File: config.mk
export PLATFORM = sky130hd
export DESIGN_NAME = fetch_icache_responder_flat
export DESIGN_NICKNAME = d
export VERILOG_FILES = /design/src/rtl/fetch_icache_pkg.sv /design/src/rtl/fetch_icache_responder_if.sv /design/src/rtl/icache_tag_data_array.sv /design/src/rtl/fetch_icache_responder.sv /design/src/flat_wrapper.sv
export SDC_FILE = /design/constraint.sdc
export NUM_CORES = 2
export LEC_CHECK = 0
export CAP_MARGIN = 30
export CORE_AREA = 3 3 503 505
export DETAILED_ROUTE_END_ITERATION = 8
export DIE_AREA = 0 0 506 508
export HOLD_SLACK_MARGIN = 0.15
export PLACE_DENSITY_LB_ADDON = 0.05
export SYNTH_ARGS = -nofsm -noshare
export SYNTH_HDL_FRONTEND = slang
export SYNTH_SLANG_ARGS = --single-unit
File: constraint.sdc
create_clock -name clk -period 5.5 [get_ports clk]
set_input_delay 0.825 -clock clk [delete_from_list [all_inputs] [get_ports clk]]
set_output_delay 0.825 -clock clk [all_outputs]
set_load 0.01 [all_outputs]
File: src/rtl/fetch_icache_pkg.sv
// Shared types, widths and PC slicing helpers for the fetch icache responder.
package fetch_icache_pkg;

    localparam int unsigned DEFAULT_NUM_LINES = 64;
    localparam int unsigned WF_ID_WIDTH       = 6;
    localparam int unsigned PC_WIDTH          = 32;
    localparam int unsigned INSTR_WIDTH       = 32;

    typedef enum logic [1:0] {
        StIdle,
        StLookup,
        StMiss,
        StResp
    } fetch_state_e;

    // Line index of a byte PC; the caller truncates to idx_bits.
    function automatic logic [PC_WIDTH-1:0] pc_index(input logic [PC_WIDTH-1:0] pc,
                                                     input int unsigned idx_bits);
        logic [PC_WIDTH-1:0] mask;
        mask = (PC_WIDTH'(1) << idx_bits) - PC_WIDTH'(1);
        return (pc >> 2) & mask;
    endfunction

    // Tag of a byte PC; the caller truncates to PC_WIDTH - idx_bits - 2.
    function automatic logic [PC_WIDTH-1:0] pc_tag(input logic [PC_WIDTH-1:0] pc,
                                                   input int unsigned idx_bits);
        return pc >> (idx_bits + 2);
    endfunction

endpackage

File: src/rtl/fetch_icache_responder_if.sv
// Fetch request/response, instruction-memory and maintenance signals of the responder.
interface fetch_icache_responder_if;
    import fetch_icache_pkg::*;

    logic                   fetch_valid;
    logic [WF_ID_WIDTH-1:0] fetch_wfid;
    logic [PC_WIDTH-1:0]    fetch_pc;
    logic                   icache_ready;
    logic                   icache_ack;
    logic [WF_ID_WIDTH-1:0] icache_wfid;
    logic [PC_WIDTH-1:0]    icache_pc;
    logic [INSTR_WIDTH-1:0] icache_instr;
    logic                   mem_rd_en;
    logic [PC_WIDTH-1:0]    mem_addr;
    logic                   mem_ack;
    logic [INSTR_WIDTH-1:0] mem_rd_data;
    logic                   invalidate;
    logic [15:0]            miss_count;

    // Arbiter plus memory environment side.
    modport master (
        output fetch_valid, fetch_wfid, fetch_pc, mem_ack, mem_rd_data, invalidate,
        input  icache_ready, icache_ack, icache_wfid, icache_pc, icache_instr,
        input  mem_rd_en, mem_addr, miss_count
    );

    // Responder side.
    modport slave (
        input  fetch_valid, fetch_wfid, fetch_pc, mem_ack, mem_rd_data, invalidate,
        output icache_ready, icache_ack, icache_wfid, icache_pc, icache_instr,
        output mem_rd_en, mem_addr, miss_count
    );

endinterface

File: src/rtl/icache_tag_data_array.sv
// Direct-mapped valid/tag/data storage: combinational read, synchronous write,
// bulk invalidate that overrides the valid bit of a same-cycle write.
module icache_tag_data_array #(
    parameter int unsigned NUM_LINES = 64,
    parameter int unsigned IDX_W     = 6,
    parameter int unsigned TAG_W     = 24,
    parameter int unsigned DATA_W    = 32
) (
    input  logic              clk,
    input  logic              rst,
    input  logic [IDX_W-1:0]  rd_index,
    output logic              rd_valid,
    output logic [TAG_W-1:0]  rd_tag,
    output logic [DATA_W-1:0] rd_data,
    input  logic              wr_en,
    input  logic [IDX_W-1:0]  wr_index,
    input  logic [TAG_W-1:0]  wr_tag,
    input  logic [DATA_W-1:0] wr_data,
    input  logic              inv_all
);

    logic [NUM_LINES-1:0] valid_q;
    logic [TAG_W-1:0]     tag_q  [NUM_LINES];
    logic [DATA_W-1:0]    data_q [NUM_LINES];

    // Valid bits: reset and invalidate win over a fill.
    always_ff @(posedge clk) begin
        if (rst || inv_all) begin
            valid_q <= '0;
        end else if (wr_en) begin
            valid_q[wr_index] <= 1'b1;
        end
    end

    // Tag/data payload; only meaningful when the valid bit is set.
    always_ff @(posedge clk) begin
        if (wr_en) begin
            tag_q[wr_index]  <= wr_tag;
            data_q[wr_index] <= wr_data;
        end
    end

    assign rd_valid = valid_q[rd_index];
    assign rd_tag   = tag_q[rd_index];
    assign rd_data  = data_q[rd_index];

endmodule

File: src/rtl/fetch_icache_responder.sv
// Fetch responder: accepts one request at a time, looks it up in a direct-mapped
// icache, refills from instruction memory on a miss and returns a one-cycle ack.
module fetch_icache_responder
    import fetch_icache_pkg::*;
#(
    parameter int unsigned NUM_LINES = DEFAULT_NUM_LINES
) (
    input logic                     clk,
    input logic                     rst,
    fetch_icache_responder_if.slave bus
);

    localparam int unsigned IDX_W = $clog2(NUM_LINES);
    localparam int unsigned TAG_W = PC_WIDTH - IDX_W - 2;

    fetch_state_e           state_q, state_d;
    logic [WF_ID_WIDTH-1:0] req_wfid_q, req_wfid_d;
    logic [PC_WIDTH-1:0]    req_pc_q, req_pc_d;
    logic                   ack_q, ack_d;
    logic [WF_ID_WIDTH-1:0] resp_wfid_q, resp_wfid_d;
    logic [PC_WIDTH-1:0]    resp_pc_q, resp_pc_d;
    logic [INSTR_WIDTH-1:0] resp_instr_q, resp_instr_d;
    logic                   mem_rd_en_q, mem_rd_en_d;
    logic [PC_WIDTH-1:0]    mem_addr_q, mem_addr_d;
    logic [15:0]            miss_count_q, miss_count_d;

    logic [IDX_W-1:0]       req_index;
    logic [TAG_W-1:0]       req_tag;
    logic                   line_valid;
    logic [TAG_W-1:0]       line_tag;
    logic [INSTR_WIDTH-1:0] line_data;
    logic                   hit;
    logic                   fill_en;

    assign req_index = IDX_W'(pc_index(req_pc_q, IDX_W));
    assign req_tag   = TAG_W'(pc_tag(req_pc_q, IDX_W));
    assign hit       = line_valid && (line_tag == req_tag);
    assign fill_en   = (state_q == StMiss) && bus.mem_ack;

    icache_tag_data_array #(
        .NUM_LINES(NUM_LINES),
        .IDX_W    (IDX_W),
        .TAG_W    (TAG_W),
        .DATA_W   (INSTR_WIDTH)
    ) u_array (
        .clk     (clk),
        .rst     (rst),
        .rd_index(req_index),
        .rd_valid(line_valid),
        .rd_tag  (line_tag),
        .rd_data (line_data),
        .wr_en   (fill_en),
        .wr_index(req_index),
        .wr_tag  (req_tag),
        .wr_data (bus.mem_rd_data),
        .inv_all (bus.invalidate)
    );

    // Next-state and registered-output values; ack is set on entry to StResp.
    always_comb begin
        state_d      = state_q;
        req_wfid_d   = req_wfid_q;
        req_pc_d     = req_pc_q;
        ack_d        = 1'b0;
        resp_wfid_d  = resp_wfid_q;
        resp_pc_d    = resp_pc_q;
        resp_instr_d = resp_instr_q;
        mem_rd_en_d  = mem_rd_en_q;
        mem_addr_d   = mem_addr_q;
        miss_count_d = miss_count_q;
        unique case (state_q)
            StIdle: begin
                if (bus.fetch_valid) begin
                    req_wfid_d = bus.fetch_wfid;
                    req_pc_d   = bus.fetch_pc;
                    state_d    = StLookup;
                end
            end
            StLookup: begin
                if (hit) begin
                    resp_wfid_d  = req_wfid_q;
                    resp_pc_d    = req_pc_q;
                    resp_instr_d = line_data;
                    ack_d        = 1'b1;
                    state_d      = StResp;
                end else begin
                    mem_rd_en_d = 1'b1;
                    mem_addr_d  = {req_pc_q[PC_WIDTH-1:2], 2'b00};
                    state_d     = StMiss;
                end
            end
            StMiss: begin
                if (bus.mem_ack) begin
                    resp_wfid_d  = req_wfid_q;
                    resp_pc_d    = req_pc_q;
                    resp_instr_d = bus.mem_rd_data;
                    mem_rd_en_d  = 1'b0;
                    ack_d        = 1'b1;
                    if (miss_count_q != 16'hFFFF) begin
                        miss_count_d = miss_count_q + 16'd1;
                    end
                    state_d = StResp;
                end
            end
            StResp: begin
                state_d = StIdle;
            end
            default: begin
                state_d = StIdle;
            end
        endcase
    end

    // State and output registers with synchronous reset.
    always_ff @(posedge clk) begin
        if (rst) begin
            state_q      <= StIdle;
            req_wfid_q   <= '0;
            req_pc_q     <= '0;
            ack_q        <= 1'b0;
            resp_wfid_q  <= '0;
            resp_pc_q    <= '0;
            resp_instr_q <= '0;
            mem_rd_en_q  <= 1'b0;
            mem_addr_q   <= '0;
            miss_count_q <= '0;
        end else begin
            state_q      <= state_d;
            req_wfid_q   <= req_wfid_d;
            req_pc_q     <= req_pc_d;
            ack_q        <= ack_d;
            resp_wfid_q  <= resp_wfid_d;
            resp_pc_q    <= resp_pc_d;
            resp_instr_q <= resp_instr_d;
            mem_rd_en_q  <= mem_rd_en_d;
            mem_addr_q   <= mem_addr_d;
            miss_count_q <= miss_count_d;
        end
    end

    assign bus.icache_ready = (state_q == StIdle);
    assign bus.icache_ack   = ack_q;
    assign bus.icache_wfid  = resp_wfid_q;
    assign bus.icache_pc    = resp_pc_q;
    assign bus.icache_instr = resp_instr_q;
    assign bus.mem_rd_en    = mem_rd_en_q;
    assign bus.mem_addr     = mem_addr_q;
    assign bus.miss_count   = miss_count_q;

endmodule

File: src/flat_wrapper.sv
// flat-port wrapper written by rule: the top's interface ports become plain ports
module fetch_icache_responder_flat import fetch_icache_pkg::*;
#(
    parameter int unsigned NUM_LINES = DEFAULT_NUM_LINES
)
  (clk, rst, bus_fetch_valid, bus_fetch_wfid, bus_fetch_pc, bus_mem_ack, bus_mem_rd_data, bus_invalidate, bus_icache_ready, bus_icache_ack, bus_icache_wfid, bus_icache_pc, bus_icache_instr, bus_mem_rd_en, bus_mem_addr, bus_miss_count);
  fetch_icache_responder_if bus_i ();
  input logic clk;
  input logic rst;
  input wire logic [$bits(bus_i.fetch_valid)-1:0] bus_fetch_valid;
  input wire logic [$bits(bus_i.fetch_wfid)-1:0] bus_fetch_wfid;
  input wire logic [$bits(bus_i.fetch_pc)-1:0] bus_fetch_pc;
  input wire logic [$bits(bus_i.mem_ack)-1:0] bus_mem_ack;
  input wire logic [$bits(bus_i.mem_rd_data)-1:0] bus_mem_rd_data;
  input wire logic [$bits(bus_i.invalidate)-1:0] bus_invalidate;
  output wire logic [$bits(bus_i.icache_ready)-1:0] bus_icache_ready;
  output wire logic [$bits(bus_i.icache_ack)-1:0] bus_icache_ack;
  output wire logic [$bits(bus_i.icache_wfid)-1:0] bus_icache_wfid;
  output wire logic [$bits(bus_i.icache_pc)-1:0] bus_icache_pc;
  output wire logic [$bits(bus_i.icache_instr)-1:0] bus_icache_instr;
  output wire logic [$bits(bus_i.mem_rd_en)-1:0] bus_mem_rd_en;
  output wire logic [$bits(bus_i.mem_addr)-1:0] bus_mem_addr;
  output wire logic [$bits(bus_i.miss_count)-1:0] bus_miss_count;
  assign bus_i.fetch_valid = bus_fetch_valid;
  assign bus_i.fetch_wfid = bus_fetch_wfid;
  assign bus_i.fetch_pc = bus_fetch_pc;
  assign bus_i.mem_ack = bus_mem_ack;
  assign bus_i.mem_rd_data = bus_mem_rd_data;
  assign bus_i.invalidate = bus_invalidate;
  assign bus_icache_ready = bus_i.icache_ready;
  assign bus_icache_ack = bus_i.icache_ack;
  assign bus_icache_wfid = bus_i.icache_wfid;
  assign bus_icache_pc = bus_i.icache_pc;
  assign bus_icache_instr = bus_i.icache_instr;
  assign bus_mem_rd_en = bus_i.mem_rd_en;
  assign bus_mem_addr = bus_i.mem_addr;
  assign bus_miss_count = bus_i.miss_count;
  fetch_icache_responder #(.NUM_LINES(NUM_LINES)) u_core (.clk(clk), .rst(rst), .bus(bus_i));
endmodule
==> impl_metrics.json <==
{
  "status": "completed",
  "grtUsageMet2_pct": 51.5,
  "cts_tree": "built",
  "crit_fanout": 32,
  "place.gp.congestion": 0.860,
  "drc_errors": 0,
  "cap_violations": 0,
  "grt_overflow_total": 0,
  "critPathRequiredTime_ns": 6.31,
  "fin_crit_sh_pct": 96.9,
  "synth_edf_count": 3584,
  "ys_ff_latch": 3812,
  "grt_pass1_wl_um": 594000,
  "post-dp-hpwl_um": 220000,
  "ys.flop_type": "edfxtp_1",
  "avgSynthCellArea_um2": 21.3,
  "final_common_cell": "edfxtp_1",
  "p_leak_nw": 51.9,
  "drv_slew": 0,
  "cts_max_path_buffers": 4,
  "cp.arrival_ns": 6.14,
  "core.rowCount": 183,
  "synth_compound_area_share_pct": 2.73,
  "grtUsageMet1_pct": 48.9,
  "fill_cells": 15800,
  "grt_pass1_vias": 74800,
  "io_buffers": 193,
  "fin_cells": 11100,
  "clk_latency_ns": 0.98,
  "top_usage_layer": "met2",
  "synthXorXnorAreaFrac_pct": 0.191,
  "path_clk_slew_ns": 0.06,
  "end_kind": "flop",
  "ys_warn_count": 0,
  "yosys.area_share.simple_pct": 2.11,
  "fp.dieH_um": 508,
  "ys_seq_area_share_pct": 76.5,
  "max_freq_mhz": 188,
  "p_per_area_nw_per_um2": 409,
  "met3_usage_pct": 7.10,
  "syn_to_final_growth_pct": 14.6,
  "boundaryPins": 196,
  "antenna_found_initial": 18,
  "vias": 76700,
  "ys_types": 75,
  "vias_per_cell": 6.92,
  "clkSinkCount": 3812,
  "drive_above_1_share_pct": 25.0,
  "fin_skew_ns": 0.0514,
  "cp.buffers_inverters": 4,
  "start_util_pct": 59.0,
  "grt.total_usage_pct": 33.5,
  "numCtsBuffers": 391,
  "die-area_um2": 257000,
  "slowest_delay_ns": 0.92,
  "synth_top_family_by_area": "multiplexers",
  "synthAdderAreaFrac_pct": 0.0341,
  "drt-total-wl_um": 430000,
  "synthCells": 6883,
  "min_period_ns": 5.33,
  "die_x_um": 506,
  "path_cells": "nor3b_2 > buf_4 > nand3_1 > and4_1 > and4_1 > a211oi_2 > buf_4 > nand4_1 > or4b_1 > buf_4 > nor4b_4 > buf_12 > a211oi_1",
  "cpMaxStageDelayCell": "nor3b_2",
  "setup_violations": 0,
  "final_cell_mix": "edfxtp_1 (3584), mux4_2 (833), mux2i_1 (585), clkbuf_16 (396), buf_4 (227)",
  "hold_ws_ns": 0.272,
  "cts-root-buf": "clkbuf_16",
  "syn_area_um2": 147000,
  "nNetsFinal": 7521,
  "core_um2": 249000,
  "synthMuxAreaShare_pct": 17.1,
  "cp_common_cell": "buf_4",
  "rsz0062_at_grt": "no",
  "htreeDepth": 5,
  "wl_per_cell_um": 38.8,
  "final_util_pct": 67.6,
  "hold_class": "input port to flop",
  "final_antenna_net_count": 0,
  "grt_max_degree": 122,
  "cp-start-kind": "flop",
  "vdd_drop_max_v": 0.000312,
  "crit_type": "flop to flop",
  "slew_headroom_pct": 30.0,
  "worst_pin_slew_ns": 1.05,
  "drt_iter0_markers": 11800,
  "dr.pass1.iters": 6,
  "hold_viol": 0,
  "crit_family": "simple AND/OR/NAND/NOR gates",
  "async_flop_share_pct": 0,
  "dp_cells": 10400
}
[what timing repair did]
item / CTS / global route
setup endpoints to repair: 27 / 20
resized for setup: 1 / 2
buffers inserted: 0 / 10
endpoints found under the hold margin: 11 / 6
hold buffers: 1 / 3
[worst register-to-register path: cells and delay by family (launching register included)]
kind	cells	cell delay, ns
AOI/OAI and AO/OA	2	0.65
buffers and inverters	4	1.07
DFF	1	0.76
and+or+nand+nor	7	2.68
[where the power goes]
group          leakage, nW  internal [mW]  switching, mW
sequential            34.4           32.5          0.437
combinational         11.5           4.35           5.74
clock                 6.01           14.9           10.8
[area by class of cell]
class | count | area [µm²] | area share [%]
Clock inverter | 184 | 1690 | 1.01
Tap cell | 3330 | 4170 | 2.48
Multi-Input combinational cell | 2661 | 33200 | 19.7
Antenna cell | 4 | 10.0 | 0.00595
Clock buffer | 516 | 10600 | 6.30
Inverter | 19 | 73.8 | 0.0439
Sequential cell | 3812 | 112000 | 66.7
Timing Repair Buffer | 557 | 6220 | 3.70
[metal layers]
layer | up-vias | wire [µm]
met5 | - | 11
met4 | 2 | 15200
met3 | 829 | 48400
met2 | 4958 | 202000
met1 | 41100 | 165000
li1 | 29900 | -
[synth_stat cells, drive strengths merged, types with 11 or more instances]
cell type / instances / area (µm²)
a2111oi: 11 / 96.3
a211oi: 61 / 558
a21oi: 81 / 405
a221oi: 14 / 123
a22oi: 206 / 1550
and3: 18 / 113
buf: 208 / 1230
clkbuf: 184 / 691
dfxtp: 228 / 4560
edfxtp: 3584 / 108000
inv: 19 / 71.3
mux2: 32 / 364
mux2i: 585 / 5860
mux4: 838 / 18900
nand2: 159 / 597
nand2b: 114 / 713
nand3: 117 / 586
nand4: 25 / 156
nor2: 112 / 423
nor2b: 18 / 113
o21a: 66 / 495
o21ai: 34 / 170
o21bai: 26 / 195
xnor2: 11 / 96.3
xor2: 21 / 184
[path summary, 6_finish.rpt]
check / from / to / slack, ns / cells past startpoint
worst max register to register: flop / u_core.bus.icache_instr[4]$_SDFFE_PP0P_ / 0.17 / 13
worst min-delay path: bus_mem_rd_data[29] / u_core.bus.icache_instr[29]$_SDFFE_PP0P_ / 0.27 / 3
worst max-delay path: flop / u_core.bus.icache_instr[4]$_SDFFE_PP0P_ / 0.17 / 13
worst min register to register: u_core.req_wfid_q[1]$_SDFFE_PP0P_ / u_core.req_wfid_q[1]$_SDFFE_PP0P_ / 0.46 / 2
[metrics by stage]
step	setup slack, ns	instance area, µm²	total power [mW]	TNS (ns)
6_report	0.173	168000	68.7	0
3_5_place_dp	-0.113	155000	43.6	-2.19
3_3_place_gp	-0.0813	155000	43.4	-1.72
4_1_cts	0.155	168000	68.9	0
2_1_floorplan	1.24	147000	39.9	0
5_1_grt	0.129	168000	70.7	0
[sequential cells by signal (all words and copies together), names as in the netlist, named ones only]
| register | flops |
|---|---|
| u_core.req_wfid_q | 6 |
| u_core.bus.icache_ack | 1 |
| u_core.u_array.valid_q | 64 |
| u_core.bus.icache_instr | 32 |
| u_core.state_q | 2 |
| u_core.u_array.tag_q | 1536 |
| u_core.req_pc_q | 32 |
| u_core.bus.miss_count | 16 |
| u_core.bus.icache_pc | 32 |
| u_core.bus.mem_addr | 30 |
| u_core.bus.icache_wfid | 6 |
| u_core.u_array.data_q | 2048 |
| u_core.bus.mem_rd_en | 1 |
[kinds of logic after synthesis]
| group | count (synthesis) |
|---|---|
| compound gates | 551 |
| fa+ha+maj | 4 |
| flops | 3812 |
| xor+xnor | 32 |
| simple gates | 617 |
| other cells | 1 |
| buf+inv | 411 |
| mux | 1455 |
No activity file was read; power rests on OpenSTA's default activity.
